**config.mk**
```make
export PLATFORM = sky130hd
export DESIGN_NAME = instr_encoder
export DESIGN_NICKNAME = d
export VERILOG_FILES = /design/src/rtl/instr_encoder.sv
export SDC_FILE = /design/constraint.sdc
export NUM_CORES = 1
export LEC_CHECK = 0
export CORE_MARGIN = 2
export CORE_UTILIZATION = 51
export DETAILED_ROUTE_END_ITERATION = 10
export GPL_TIMING_DRIVEN = 0
export MAX_ROUTING_LAYER = met4
export PLACE_DENSITY = 0.86
export SLEW_MARGIN = 20
export SYNTH_ARGS = -nofsm -noshare
export SYNTH_HDL_FRONTEND = slang
export SYNTH_SLANG_ARGS = --single-unit
```
**constraint.sdc**
```tcl
create_clock -name clk -period 5.55 [get_ports clk]
set_input_delay 0.8325 -clock clk [delete_from_list [all_inputs] [get_ports clk]]
set_output_delay 0.8325 -clock clk [all_outputs]
set_load 0.005 [all_outputs]
```
**src/rtl/instr_encoder.sv**
```systemverilog
// instr_encoder: packs symbolic instructions into 9-bit words and writes them to instruction memory
// Ports: clk/reset (async active-high); start+base_addr begin a load; in_valid/in_ready with
// in_mnem/in_rs/in_rt/in_rd/in_imm carry one instruction; imem_we/imem_addr/imem_wdata drive the
// memory write port; busy/done/err/err_code/word_count report load status.
// Build option: INSTR_ENC_RANGE_CHECK_EN enables operand range checking (err_code 2).
module instr_encoder #(
  parameter int NUM_REGS    = 12,
  parameter int INSTR_WIDTH = 9,
  parameter int PC_WIDTH    = 8
) (
  input  logic                          clk,
  input  logic                          reset,
  input  logic                          start,
  input  logic [PC_WIDTH-1:0]           base_addr,
  input  logic                          in_valid,
  output logic                          in_ready,
  input  logic [4:0]                    in_mnem,
  input  logic [$clog2(NUM_REGS)-1:0]   in_rs,
  input  logic [$clog2(NUM_REGS)-1:0]   in_rt,
  input  logic [$clog2(NUM_REGS)-1:0]   in_rd,
  input  logic [5:0]                    in_imm,
  output logic                          imem_we,
  output logic [PC_WIDTH-1:0]           imem_addr,
  output logic [INSTR_WIDTH-1:0]        imem_wdata,
  output logic                          busy,
  output logic                          done,
  output logic                          err,
  output logic [1:0]                    err_code,
  output logic [PC_WIDTH:0]             word_count
);
  localparam logic [INSTR_WIDTH-1:0] HALT = 9'b111_0000_11;
  typedef enum logic [2:0] {IDLE, LOAD, WRITE, DONE, ERR} state_t;
  state_t state_q, state_d;
  logic [PC_WIDTH-1:0] addr_q, addr_d;
  logic [INSTR_WIDTH-1:0] word_q, word_d, enc;
  logic [PC_WIDTH:0] cnt_q, cnt_d;
  logic [1:0] code_q, code_d;
  logic mnem_bad, range_bad;
  logic [3:0] rs_m4, rs_m5, rd_m8, rt_m8, rd_m1;
  logic [4:0] m13;
  assign rs_m4 = in_rs - 4'd4;
  assign rs_m5 = in_rs - 4'd5;
  assign rd_m8 = in_rd - 4'd8;
  assign rt_m8 = in_rt - 4'd8;
  assign rd_m1 = in_rd - 4'd1;
  assign m13 = in_mnem - 5'd13;
  assign mnem_bad = in_mnem > 5'd16;
  always_comb begin
    enc = '0;
    case (in_mnem)
      5'd0, 5'd1, 5'd2:    enc = {3'b000, rs_m4[1:0], in_rt[1:0], in_mnem[1:0]};
      5'd3:                enc = {3'b000, in_rs[1:0], rt_m8[1:0], 2'b11};
      5'd4:                enc = {3'b001, rs_m4[1:0], in_rd[1:0], 2'b00};
      5'd5:                enc = {3'b001, rs_m4[1:0], in_rt[1:0], 2'b01};
      5'd6:                enc = {3'b001, in_rs, 2'b10};
      5'd7:                enc = {3'b001, in_rd, 2'b11};
      5'd8, 5'd10:         enc = {in_mnem[1] ? 3'b100 : 3'b010, rs_m4[1:0], in_rt[1:0], rd_m8[1:0]};
      5'd9:                enc = {3'b011, rd_m8[1:0], in_rs[1:0], in_imm[1:0]};
      5'd11:               enc = {3'b101, rd_m1[2:0], rs_m5[2:0]};
      5'd12:               enc = {3'b110, in_imm};
      5'd13, 5'd14, 5'd15: enc = {3'b111, rs_m4[1:0], in_rt[1:0], m13[1:0]};
      5'd16:               enc = HALT;
      default:             enc = '0;
    endcase
  end
`ifdef INSTR_ENC_RANGE_CHECK_EN
  // Only operands the format actually uses are checked.
  always_comb begin
    range_bad = 1'b0;
    case (in_mnem)
      5'd0, 5'd1, 5'd2, 5'd5, 5'd13, 5'd14, 5'd15:
                  range_bad = in_rs[3:2] != 2'b01 || in_rt[3:2] != 2'b00;
      5'd3:       range_bad = in_rs[3:2] != 2'b00 || in_rt[3:2] != 2'b10;
      5'd4:       range_bad = in_rs[3:2] != 2'b01 || in_rd[3:2] != 2'b00;
      5'd6:       range_bad = in_rs > 4'd11;
      5'd7:       range_bad = in_rd > 4'd11;
      5'd8, 5'd10: range_bad = in_rs[3:2] != 2'b01 || in_rt[3:2] != 2'b00 || in_rd[3:2] != 2'b10;
      5'd9:       range_bad = in_rd[3:2] != 2'b10 || in_rs[3:2] != 2'b00 || in_imm[5:2] != 4'd0;
      5'd11:      range_bad = in_rd < 4'd1 || in_rd > 4'd8 || in_rs < 4'd5 || in_rs > 4'd11;
      default:    range_bad = 1'b0;
    endcase
  end
`else
  assign range_bad = 1'b0;
`endif
  // The address register advances at each accept after the first, so in DONE/ERR it
  // still points at the last word actually written.
  always_comb begin
    state_d = state_q;
    addr_d = addr_q;
    word_d = word_q;
    cnt_d = cnt_q;
    code_d = code_q;
    case (state_q)
      IDLE, DONE, ERR: if (start) begin
        state_d = LOAD;
        addr_d = base_addr;
        cnt_d = '0;
        code_d = 2'd0;
      end
      LOAD: if (in_valid) begin
        state_d = (mnem_bad || range_bad) ? ERR : WRITE;
        code_d = mnem_bad ? 2'd1 : range_bad ? 2'd2 : code_q;
        word_d = (mnem_bad || range_bad) ? word_q : enc;
        addr_d = (mnem_bad || range_bad || cnt_q == '0) ? addr_q : addr_q + 1'b1;
      end
      WRITE: begin
        cnt_d = cnt_q + 1'b1;
        state_d = (word_q == HALT) ? DONE : (&addr_q) ? ERR : LOAD;
        code_d = (word_q != HALT && &addr_q) ? 2'd3 : code_q;
      end
      default: state_d = IDLE;
    endcase
  end
  always_ff @(posedge clk or posedge reset) begin
    if (reset) begin
      state_q <= IDLE;
      addr_q <= '0;
      word_q <= '0;
      cnt_q <= '0;
      code_q <= '0;
    end else begin
      state_q <= state_d;
      addr_q <= addr_d;
      word_q <= word_d;
      cnt_q <= cnt_d;
      code_q <= code_d;
    end
  end
  assign in_ready = state_q == LOAD;
  assign imem_we = state_q == WRITE;
  assign imem_addr = addr_q;
  assign imem_wdata = word_q;
  assign busy = state_q == LOAD || state_q == WRITE;
  assign done = state_q == DONE;
  assign err = state_q == ERR;
  assign err_code = code_q;
  assign word_count = cnt_q;
endmodule

```
======== After elaboration in Yosys (flattened, before gate mapping) ========
Cells that the tools add are included.
storage, ports and cells
  flip-flop bits (word level) ............. 31
  input port bits ......................... 35
  output and inout port bits .............. 33
  logic and storage cells ................. 80
cells by class
  $add $sub $neg .......................... 8
  order comparisons ....................... 1
  eq/ne operators ......................... 27
  muxes and demuxes ....................... 19
  bitwise operators ....................... 1
  reduce and logical (&&, ||, !) cells .... 19
operators by type and width
  operator             number
  $pmux 9 s12          1
  $eq 5x4->1 const B   8
  $mux 8               3
  $eq 5x3->1 const B   4
  $mux 3               6
  $pmux 9 s2           1
  $pmux 8 s2           1
  $eq 5x2->1 const B   2
  $add 9x1->9 const B  1
  $eq 9x9->1 const B   1
  $logic_not 9->1      1
  $mux 9               1
  $ne 9x9->1 const B   1
  $pmux 3 s3           1
  $reduce_or 3->1      3
  $add 8x1->8 const B  1
  $mux 2               4
  $reduce_and 8->1     1
  $sub 2x1->2 const B  4
  $eq 3x2->1 const B   2
  $ne 2x2->1 const B   3
  $pmux 2 s3           1
  $eq 5x1->1 const B   1
  $eq 5x5->1 const B   1
  other kinds (18)     22

======== Logic depth before layout (Yosys ltp) ========
Gate-level depths: netlist (run 1).
  depth in word-level cells ............... 5
  depth in mapped cells ................... 8
  mapped depth without buffers ............ 7

======== Least setup slack after synthesis (run 1) ========
Ideal clock, no wire load.
  path type ............................... in2reg
  from .................................... in in_mnem[1]
  to ...................................... reg word_q[3], in the netlist imem_wdata[3]
  library setup time ...................... 0.134 ns
  data arrival time ....................... 2.287 ns
  required time ........................... 5.416 ns
  slack ................................... 3.130 ns
  stages .................................. 7
  buffers on the path ..................... 1
  cell sequence ........................... inv_1 -> ha_1 -> buf_2 -> o31ai_2 -> o311ai_0 -> a2111oi_0 -> o21ai_0
between the ends
  cells in the longest elaborated chain, start to end .. 3
  elaborated cells on any way between the ends .. 24
  those cells by class .................... 1 x order compare; 16 x eq/ne; 1 x mux; 1 x bitwise; 5 x reduce/logical
RTL lines
  element                                          line  text
  start: declaration                               17    input logic [4:0] in_mnem,
  $eq 5x4->1, or another cell as far along         50    case (in_mnem)
  $reduce_or 3->1, or another cell as far along    50
  $pmux 9 s12 or $reduce_and 3->1 (tied branches)  --
  end signal: assignment                           125   word_q <= word_d;
  end: declaration                                 35    logic [INSTR_WIDTH-1:0] word_q, word_d, enc;
Parallel ways exist; a longest one is shown, timed or not.
A chain may end at the register's enable or synchronous reset.

======== Final worst setup path (run 1) ========
Ends and elaborated chain as after synthesis.

==> impl_metrics.toml, run 1 <==
[yosys]
synth_ff_type = "dfrtp_1"
synth_cell_type_count = 60
ys_ff_latch = 31
yosys.area.top_type_share_pct = 34.1
syn_area_per_cell_um2 = 8.38
syn_area_um2 = 2270
yosysSeqAreaShare_pct = 34.1
synth-edff-count = 0
synthTopCellsByArea = "dfrtp_1, o21ai_0, nand2_1"
syn-num-nets = 315
synthArstFlopShare_pct = 100
synth_warnings = 0
yosys.area.top_type = "dfrtp_1"
yosysMostFrequentCell = "nand2_1"
syn_inst = 271
ys_top_cells_by_count = "nand2_1, dfrtp_1, o21ai_0"

[global_route]
grt_pass1_vias = 2309
track_usage_pct = 27.3
grt_max_degree = 32
antenna_found_initial = 0
grt-ovfl-total = 0
grt_pass1_wl_um = 10800

[timing]
final.setup_skew_ns = 0.00612
slew_violations = 0
hold_viol = 0
rsz0062_at_grt = "false"
period_minus_slack_ns = 3.42
slew_headroom_pct = 56.3
min_period_over_period_pct = 61.6
setup_tns_ns = 0
worst_pin_slew_ns = 0.654
max_freq_mhz = 292
setup_violations = 0

[worst_setup_path]
regToRegStartpoint = "state_q[1]"
crit_type = "in2reg"
critPathLaunchType = "input pin"
rr_endpoint = "imem_addr[7]"
cpPeakStageDelay_ns = 0.58
required_ns = 5.68
reg2reg_setup_slack_ns = 3.42
cp_max_fo = 10
cp-end-kind = "flop"
cp_cell_sequence = "clkdlybuf4s50_1 > inv_1 > ha_1 > buf_2 > o31ai_2 > o311ai_0 > a2111oi_0 > o21ai_0"
slowest_stage = "clkdlybuf4s50_1"
reg2regPathDepth = 6
worst-endpoint-arrival_ns = 3.55

[cells_and_area]
num_antenna_cells = 0
drive_gt1_share_pct = 7.89
n_fill_cell = 367
nets = 387
finalNonFillerCells = 394
syn_to_final_growth_pct = 34.7

[route]
vias_per_cell = 6.17
wl_per_cell_um = 16.3
via_count = 2431
drt_iter0_drc = 235
first_pass_iters = 5
drc_errors = 0
wirelength_um = 6420
ant_nets = 0

[die]
die-area_um2 = 5000
die_x_um = 70.7
die_y_um = 70.7
rows = 24
start_util_pct = 52.5
core_um2 = 4320
ios = 68

[place]
port_buffers = 65
dp_hpwl_um = 4770
routabilityCongestion = 0.964
post-place-cells = 388

[cts]
post_cts_buffers = 0
ctsHoldBuffers = 0
cts_buffers = 5
clock-root-buffer = "clkbuf_8"
h-tree-depth = 2
cts_buffer_depth = 2
ctsResizeCount = 0
cts_tree = "built"
clkTransAtPathRegs_ns = 0.06
worstSkewPairLatency_ns = 0.28
cts.sinks = 31

[min_path]
hold_end = "imem_wdata[5]"
min_from = "imem_wdata[5]"
worstHoldPathCells = 2
min_path_type = "reg2reg"

[job]
cap_violations = 0

[power]
p_leak_nw = 1.32
ir_worst_vdd_mv = 0.150
cellPowerDensity_nw_per_um2 = 418

[run_status]
outcome = "completed"
[worst max path at each step]
stage	from	end	slack, ns	depth (start not counted)
2_1_floorplan	in_mnem[1]	imem_wdata[3]	3.13	7
3_3_place_gp	in_mnem[1]	imem_wdata[3]	2.03	8
3_5_place_dp	in_mnem[1]	imem_wdata[3]	1.84	8
4_1_cts	in_mnem[1]	imem_wdata[3]	2.11	8
5_1_grt	in_mnem[1]	imem_wdata[3]	1.93	8
6_report	in_mnem[1]	imem_wdata[3]	2.13	8
[critical path: cells and delay by family]
family | cells | cell delay, ns
AO/OA/AOI/OAI | 4 | 1.60
adder cells (fa/ha/maj) | 1 | 0.21
buffers and inverters | 3 | 0.90
[layout by cell type (no fill, tap or decap), drive strengths merged, types with 3 or more instances in the layout]
master	instances
nand2b	3
o22ai	5
nor2b	4
o21ai	33
clkdlybuf4s50	65
a21oi	6
nand3	11
a31oi	5
nand2	32
nor3	7
a221oi	4
nand4	4
ha	9
inv	15
clkbuf	10
a211oi	4
dfrtp	31
and2	3
nor4	4
or3b	4
and3	8
buf	8
a2bb2oi	8
o31ai	3
nor2	20
[sequential cells by signal, indices dropped and copies added (netlist names)]
signal / count
imem_addr: 8
state_q: 3
imem_wdata: 9
err_code: 2
word_count: 9
[metal layers]
metal / track usage, % / up-vias / routed length (um)
li1: - / 1155 / -
met1: 33.8 / 1162 / 2710
met2: 45.1 / 99 / 3270
met3: 4.99 / 15 / 331
met4: 9.22 / 0 / 107
met5: - / - / 0
[metrics by stage]
step           hold slack (ns)  area, um2  setup WS, ns  util (%)  total power [W]
5_1_grt                  0.538       3060          1.93      70.8          0.00138
6_report                 0.503       3060          2.13      70.8          0.00128
3_5_place_dp             0.493       2990          1.84      69.1          0.00112
3_3_place_gp             0.489       2990          2.03      69.1          0.00110
2_1_floorplan            0.486       2270          3.13         -         0.000810
4_1_cts                  0.505       3060          2.11      70.8          0.00128
[where the power goes]
part | internal (W) | switching [W]
clock network | 0.0000834 | 0.0000786
registers | 0.000308 | 0.0000807
logic | 0.000384 | 0.000345
[layout make-up]
| type | count | area (um2) | area share [%] |
|---|---|---|---|
| timing repair buffer | 65 | 651 | 21.3 |
| buffer | 12 | 70.1 | 2.29 |
| tap | 52 | 65.1 | 2.13 |
| multi-input combinational | 213 | 1370 | 44.8 |
| clock buffer | 6 | 72.6 | 2.37 |
| sequential | 31 | 776 | 25.3 |
| inverter | 15 | 56.3 | 1.84 |
[cells by family after synthesis]
family	after synthesis	synth area share [%]
xor gates and xnor gates	2	0.771
adders and majority gates	9	4.96
DFF	31	34.1
muxes	4	1.87
AOI/OAI and AO/OA	86	26.6
buffers and inverters	27	5.56
and+or+nand+nor	112	26.1
No activity file was read; power rests on OpenSTA's default activity.
==> inputs of run 2 (changes only) <==
--- a/config.mk
+++ b/config.mk
@@ -6,11 +6,11 @@
 export NUM_CORES = 1
 export LEC_CHECK = 0
 export CORE_MARGIN = 2
-export CORE_UTILIZATION = 51
+export CORE_UTILIZATION = 43
 export DETAILED_ROUTE_END_ITERATION = 10
 export GPL_TIMING_DRIVEN = 0
 export MAX_ROUTING_LAYER = met4
-export PLACE_DENSITY = 0.86
+export PLACE_DENSITY = 0.77
 export SLEW_MARGIN = 20
 export SYNTH_ARGS = -nofsm -noshare
 export SYNTH_HDL_FRONTEND = slang
==> constraint.sdc (replaced) <==
create_clock -name clk -period 3 [get_ports clk]
set_input_delay 0.45 -clock clk [delete_from_list [all_inputs] [get_ports clk]]
set_output_delay 0.45 -clock clk [all_outputs]
set_load 0.005 [all_outputs]
==> impl_metrics.toml, run 2 (synthesized netlist as in run 1, its figures left out) <==
[timing]
final.setup_skew_ns = 0.00895
setup_violations = 0
setup_tns_ns = 0
period_minus_slack_ns = 2.70
rsz0062_at_grt = "false"
worst_pin_slew_ns = 0.717
slew_headroom_pct = 51.7
min_period_over_period_pct = 89.9
worst_slack_ns = 0.303
hold_viol = 0
max_freq_mhz = 371
slew_violations = 0

[worst_setup_path]
cp_max_fo = 10
reg2reg_setup_slack_ns = 0.93
required_ns = 3.14
worst-endpoint-arrival_ns = 2.84
crit_type = "in2reg"
critPathLaunchType = "input pin"
cp-end-kind = "flop"

[cts]
cts_buffer_depth = 2
clock-root-buffer = "clkbuf_8"
clkTransAtPathRegs_ns = 0.06
worstSkewPairLatency_ns = 0.28
post_cts_buffers = 0
cts_buffers = 5
cts_tree = "built"
ctsHoldBuffers = 0
cts.sinks = 31
ctsResizeCount = 0
h-tree-depth = 2

[power]
pwr-share-comb_pct = 57.0
switching_power_w = 0.000935
ir_worst_vdd_mv = 0.296
swShare_pct = 39.5
cellPowerDensity_nw_per_um2 = 766
p_clk_share_pct = 12.5
pwr-share-seq_pct = 30.4
p_leak_nw = 1.32
p_int_w = 0.00143

[place]
place_area_um2 = 3010
dp_slack_ns = -0.112
dp_hpwl_um = 4790
routabilityCongestion = 0.904
port_buffers = 65

[cells_and_area]
nets = 387
num_antenna_cells = 0
final_common_cell = "clkdlybuf4s50_1"
n_fill_cell = 511
final_cell_mix = "clkdlybuf4s50_1, nand2_1, o21ai_0, dfrtp_1, nor2_1"
syn_to_final_growth_pct = 36.1
drive_gt1_share_pct = 7.89
multi_input_area_um2 = 1380
fin_area_um2 = 3090
postLayoutCoreUtil_pct = 60.6
register_area_um2 = 776

[die]
ios = 68
die-area_um2 = 5880
start_util_pct = 44.5
die_y_um = 76.7
die_x_um = 76.7
core_um2 = 5110
rows = 26

[job]
cap_violations = 0

[global_route]
grt_max_degree = 32
grt-ovfl-total = 0
grt_pass1_wl_um = 11000
track_usage_pct = 23.2
grt_pass1_vias = 2294
antenna_found_initial = 0

[min_path]
min_path_type = "reg2reg"

[route]
drt_iter0_drc = 234
first_pass_iters = 4
wl_per_cell_um = 15.3
ant_nets = 0
vias_per_cell = 5.75
wirelength_um = 6310
via_count = 2371
drc_errors = 0

[run_status]
outcome = "completed"
run 2: cell types whose count changed in the layout (fill, tap and decap cells not counted):
cell / before / now
a2111oi_1: 0 / 1
o31ai_2: 1 / 0
o31ai_4: 0 / 1
a2111oi_0: 1 / 0
run 2: power by group through the flow:
stage	Sequential (W)	Combinational (W)	Clock, W
finish	0.000721	0.00135	0.000297
global route	0.000748	0.00150	0.000322
CTS	0.000721	0.00135	0.000300
detailed placement	0.000729	0.00135	0
global placement	0.000720	0.00133	0
floorplan	0.000705	0.000794	0
run 2: per-stage QoR:
stage,power [W],instances,hold WS (ns)
after floorplan,0.00150,271,0.486
after global placement,0.00205,406,0.484
after detailed placement,0.00208,406,0.496
after CTS,0.00238,412,0.509
after global routing,0.00257,412,0.520
final,0.00237,412,0.501
run 2: worst paths after layout:
| kind | start | end | cells past startpoint |
|---|---|---|---|
| min reg2reg | imem_wdata[4] | imem_wdata[4] | 2 |
| max reg2reg | state_q[1] | imem_addr[7] | 6 |
| min in group asynchronous | reset | imem_addr[6] | 2 |
| max in group asynchronous | reset | imem_wdata[7] | 2 |
| min | imem_wdata[4] | imem_wdata[4] | 2 |
| max | in_mnem[1] | imem_wdata[3] | 8 |
run 2: final cells by class:
type / count / area share [%]
clock buffer: 6 / 2.35
sequential: 31 / 25.1
multi-input combinational: 213 / 44.6
buffer: 12 / 2.27
timing repair buffer: 65 / 21.0
inverter: 15 / 1.82
tap: 70 / 2.83
run 2: routing by layer:
layer	up-vias	global-route usage [%]	part of all wire [%]
li1	1153	-	-
met1	1112	29.3	44
met2	91	38.0	49
met3	15	2.71	5.0
met4	0	9.64	2.3
met5	-	-	0
run 2: worst max-delay path, cell delays in order:
cell             delay [ns]
clkdlybuf4s50_1        0.57
inv_1                  0.12
ha_1                   0.23
clkbuf_1               0.23
o31ai_1                0.35
o311ai_0               0.25
a2111oi_1              0.50
o21ai_0                0.13
==> RTL edit 1 (flow settings as in run 1) <==
Re-encode `state_t` (5 states) as one-hot, 5 bits wide.
--- a/src/rtl/instr_encoder.sv
+++ b/src/rtl/instr_encoder.sv
@@ -29,7 +29,7 @@
   output logic [PC_WIDTH:0]             word_count
 );
   localparam logic [INSTR_WIDTH-1:0] HALT = 9'b111_0000_11;
-  typedef enum logic [2:0] {IDLE, LOAD, WRITE, DONE, ERR} state_t;
+  typedef enum logic [4:0] {IDLE = 5'b00001, LOAD = 5'b00010, WRITE = 5'b00100, DONE = 5'b01000, ERR = 5'b10000} state_t;
   state_t state_q, state_d;
   logic [PC_WIDTH-1:0] addr_q, addr_d;
   logic [INSTR_WIDTH-1:0] word_q, word_d, enc;
Behaviour: same outputs for any inputs over 10 cycles, from zero or initial values and one cycle with reset high; not proved beyond that.
==> RTL edit 1 against run 1 <==
- sequential cell count grew 2
- routed wire length up 7.8%
- cell count grew 8.4%
- final area grew 6.6%
- synthesized area up 6.9%
- worst setup slack improved by 0.23 ns
- power is 4.4% lower
- largest cell class unchanged
==> RTL edit 1: results (changes against run 1) <==
worst reg2reg endpoint err_code[1]; met3 usage 0.0566 (+0.00677); Switching Share 0.379 (-0.0153); hold_ws 0.509 ns (+0.00679 ns); total track usage 0.278 (+0.00471); worst slack, placed 2.23 ns (+0.390 ns); vias in the first global route 2397 (+3.8%); Cell Area, Placed 3150 sq um (+5.3%); R2R Path Start imem_wdata[4]; dpl cells 419 (+8.0%); first-pass GRT wire length 11400 um (+5.5%); met1 GRT Util 0.372 (+0.0337); largest net degree at the start of global routing 34 (+6.3%); synth unique cells 65 (+8.3%); metal2 WL 3280 um (+0.28%); Clock buffers and inverters, area share 0.0357 (+0.0119); Synth Net Count 344 (+9.2%); multi-input combinational area share 0.442 (-0.00518); proportion of synthesized area in mux cells 0.0129 (-0.00584); P_seq 403 uW (+4%); DR WL met3 478 um (+44%); Multi-In Gates 232 (+8.9%); Worst Skew 0.0106 ns (+0.00449 ns); inverter count 19 (+4); Peak VDD IR 0.000198 V (+31%); post-synthesis compound-gate area fraction 0.253 (-0.0130); Cell Count, Final, Fillers Out 427 (+8.4%); outcome finished clean; #FFs+latches synth 33 (+6.5%); Slowest Stage Delay on Critical Path 0.53 ns (-0.05 ns); Synth Area in Adders 0.0464 (-0.00319); clock buffer count 7 (+1); Lkg Pwr 0.00134 uW (+1.6%); met1 WL 3060 um (+13%); cell count after synthesis 300 (+11%); vias per cell 6.18 (about the same); top cell type's share of synthesized area 0.330 (-0.0117); share of cells above drive strength 1 0.0697 (-0.00924); GP Congestion 0.945 (-1.9%); drt total wl 6920 um (+7.8%); final-layout fill cell count 382 (+4.1%); xor and xnor area share after synthesis 0.0144 (+0.00672); Non-clock buffer share 0.226 (-0.00964); R2R cell count 5 (-1); area of the die 5330 sq um (+6.5%)
[RTL edit 1: cell types whose count changed in the layout (fill, tap and decap cells not counted), sizes merged, moves of 6 or more]
cell / change
a2bb2oi: -8
a21oi: +11
nor3: +7
or3: +9
clkbuf: +6
and3: -7
[RTL edit 1: critical path: cells and delay by family, from the launching register on]
kind / cells / cell delay (ns)
buffers and inverters: 3 / 0.83
flip-flops: 1 / 0.45
AND/OR/NAND/NOR: 2 / 0.79
[RTL edit 1: how the worst max path moves through the flow]
stage	startpoint	end	slack, ns	cells past startpoint
floorplan	in_mnem[1]	imem_addr[0]	3.08	9
global placement	in_mnem[1]	imem_wdata[0]	2.21	9
detailed placement	in_mnem[1]	imem_addr[0]	2.23	10
CTS	state_q[4]	in_ready	2.37	5
global route	in_mnem[1]	imem_wdata[0]	2.22	9
finish	state_q[4]	in_ready	2.36	5
==> RTL edit 2 (settings of run 1) <==
Made on the original files. The parameter `PC_WIDTH` goes from 8 to 9.
--- a/src/rtl/instr_encoder.sv
+++ b/src/rtl/instr_encoder.sv
@@ -6,7 +6,7 @@
 module instr_encoder #(
   parameter int NUM_REGS    = 12,
   parameter int INSTR_WIDTH = 9,
-  parameter int PC_WIDTH    = 8
+  parameter int PC_WIDTH    = 9
 ) (
   input  logic                          clk,
   input  logic                          reset,
Interface: changed (resized base_addr, imem_addr and word_count); port bits go from 68 to 71. The function was not compared with the original's and may differ.
==> RTL edit 2 against run 1 <==
- synthesized area increased by 3.7%
- final area is 4.9% higher
- routed wire length grew 1.2%
- worst setup slack better by 0.33 ns
- register-to-register slack is essentially flat
- first-iteration DRC count rose by 20%
- fmax grew 11%
- combinational power decreased by 0.5%
- global-route usage down 0.078 points
- sequential cell count is 2 higher
- power rose by 8.1%
- critical path type unchanged
- critical endpoint unchanged
- largest cell class unchanged
==> RTL edit 2: results (changes against run 1) <==
Clock transition at path regs roughly 0.07 ns; share of cells above drive strength 1 0.0847 (+0.00580); Cell Count, Final, Fillers Out 406 (+3.0%); setup slack, reg-to-reg 3.41 ns (about the same); Arr. time, crit path 3.26 ns (-0.29 ns); DRC violation total after the first TritonRoute iteration 281 (+20%); Post-synth ARST share 1.00 (unchanged); post-synthesis compound-gate area fraction 0.243 (-0.0229); post-cts repair resize count 0 (unchanged); sequential area share after synthesis 0.350 (+0.00891); worst hold path startpoint err_code[1]; Slowest Stage Delay on Critical Path 0.56 ns (-0.02 ns); Skew-Pair Late Insertion Delay 0.29 ns; H-tree depth 2 (unchanged); Wirelength per Cell 16.0 um (-1.8%); Synth Area in Adders 0.0531 (+0.00352); outcome finished clean; deepest clock path buffer count 2 (unchanged); Nets 399 (+3.1%); first-pass GRT wire length 10800 um (about the same); Worst Skew 0.00393 ns (-0.00219 ns); setup bufs post-CTS 0 (unchanged); proportion of synthesized area in mux cells 0.0398 (+0.0211); ant diodes 0 (unchanged); hold path cells 1 (-1); yosys warns 0 (unchanged); hold_ws 0.513 ns (+0.0106 ns); Post-synth top cells nand2_1, dfrtp_1, o21ai_0; hold endpoint err_code[1]; total track usage 0.272 (-0.000779); worst reg2reg endpoint err_code[1]; largest net degree at the start of global routing 34 (+6.3%); CP Max Fanout 7 (-3); GP Congestion 0.955 (-0.88%); Synth Net Count 325 (+3.2%); dpl hpwl 4820 um (+1.0%); first-pass detailed-route iteration total 6 (+1); R2R Path Start imem_addr[0]; Peak VDD IR 0.000170 V (+13%); PortBufs 67 (+3.1%); Cell Area, Placed 3090 sq um (+3.5%); via count 2448 (+0.70%); synth unique cells 59 (-1.7%); vias in the first global route 2308 (-0.043%); Tightest Pin Transition 0.770 ns (+0.116 ns); R2R cell count 7 (+1); Lkg Pwr 0.00138 uW (+4.2%); CP max-delay cell clkdlybuf4s50_1; xor and xnor area share after synthesis 0.0111 (+0.00344); syn avg cell area 8.45 sq um (+0.77%); main area contributors after synthesis dfrtp_1, nand2_1, ha_1; max reg flops 10
[RTL edit 2: per-stage QoR]
step                 util  setup slack, ns
detailed placement  0.701             2.17
CTS                 0.727             2.47
finish              0.727             2.46
global placement    0.701             2.16
global route        0.727             2.24
floorplan               -             3.21
[RTL edit 2: cells by family (layout without fill, tap and decap cells)]
family / Yosys count / count (layout)
multiplexers: 9 / 9
adder cells (fa/ha/maj): 10 / 10
XOR/XNOR: 3 / 3
buffers and inverters: 31 / 106
flip-flops: 33 / 33
AO/OA/AOI/OAI: 82 / 82
AND/OR/NAND/NOR: 111 / 111
[RTL edit 2: cell type report]
class	instances	area [sq um]
fill	369	1200
timing repair buffer	67	671
inverter	20	82.6
clock inverter	1	30.0
sequential	33	826
tap	52	65.1
clock buffer	7	86.3
multi-input combinational	215	1380
buffer	11	68.8
[RTL edit 2: worst max-delay path, delay by kind of cell]
family	cells	cell delay, ns
AO/OA/AOI/OAI	4	1.45
adder cells (fa/ha/maj)	1	0.29
buffers and inverters	2	0.68
[RTL edit 2: worst max path at each step]
stage | end | slack (ns)
after floorplan | imem_addr[1] | 3.21
after global placement | imem_wdata[3] | 2.16
after detailed placement | imem_wdata[3] | 2.17
after CTS | imem_wdata[3] | 2.47
after global routing | imem_wdata[3] | 2.24
final | imem_wdata[3] | 2.46
[RTL edit 2: metal layers]
metal | GRT usage | vias up | wire length [um]
li1 | - | 1175 | -
met1 | 0.336 | 1157 | 2830
met2 | 0.450 | 99 | 3170
met3 | 0.0431 | 17 | 317
met4 | 0.107 | 0 | 177
met5 | - | - | 0
[RTL edit 2: report_power, final]
group | switching (uW) | internal [uW] | total, uW
combinational | 332 | 393 | 725
sequential | 89.9 | 330 | 420
clock | 91.9 | 146 | 238
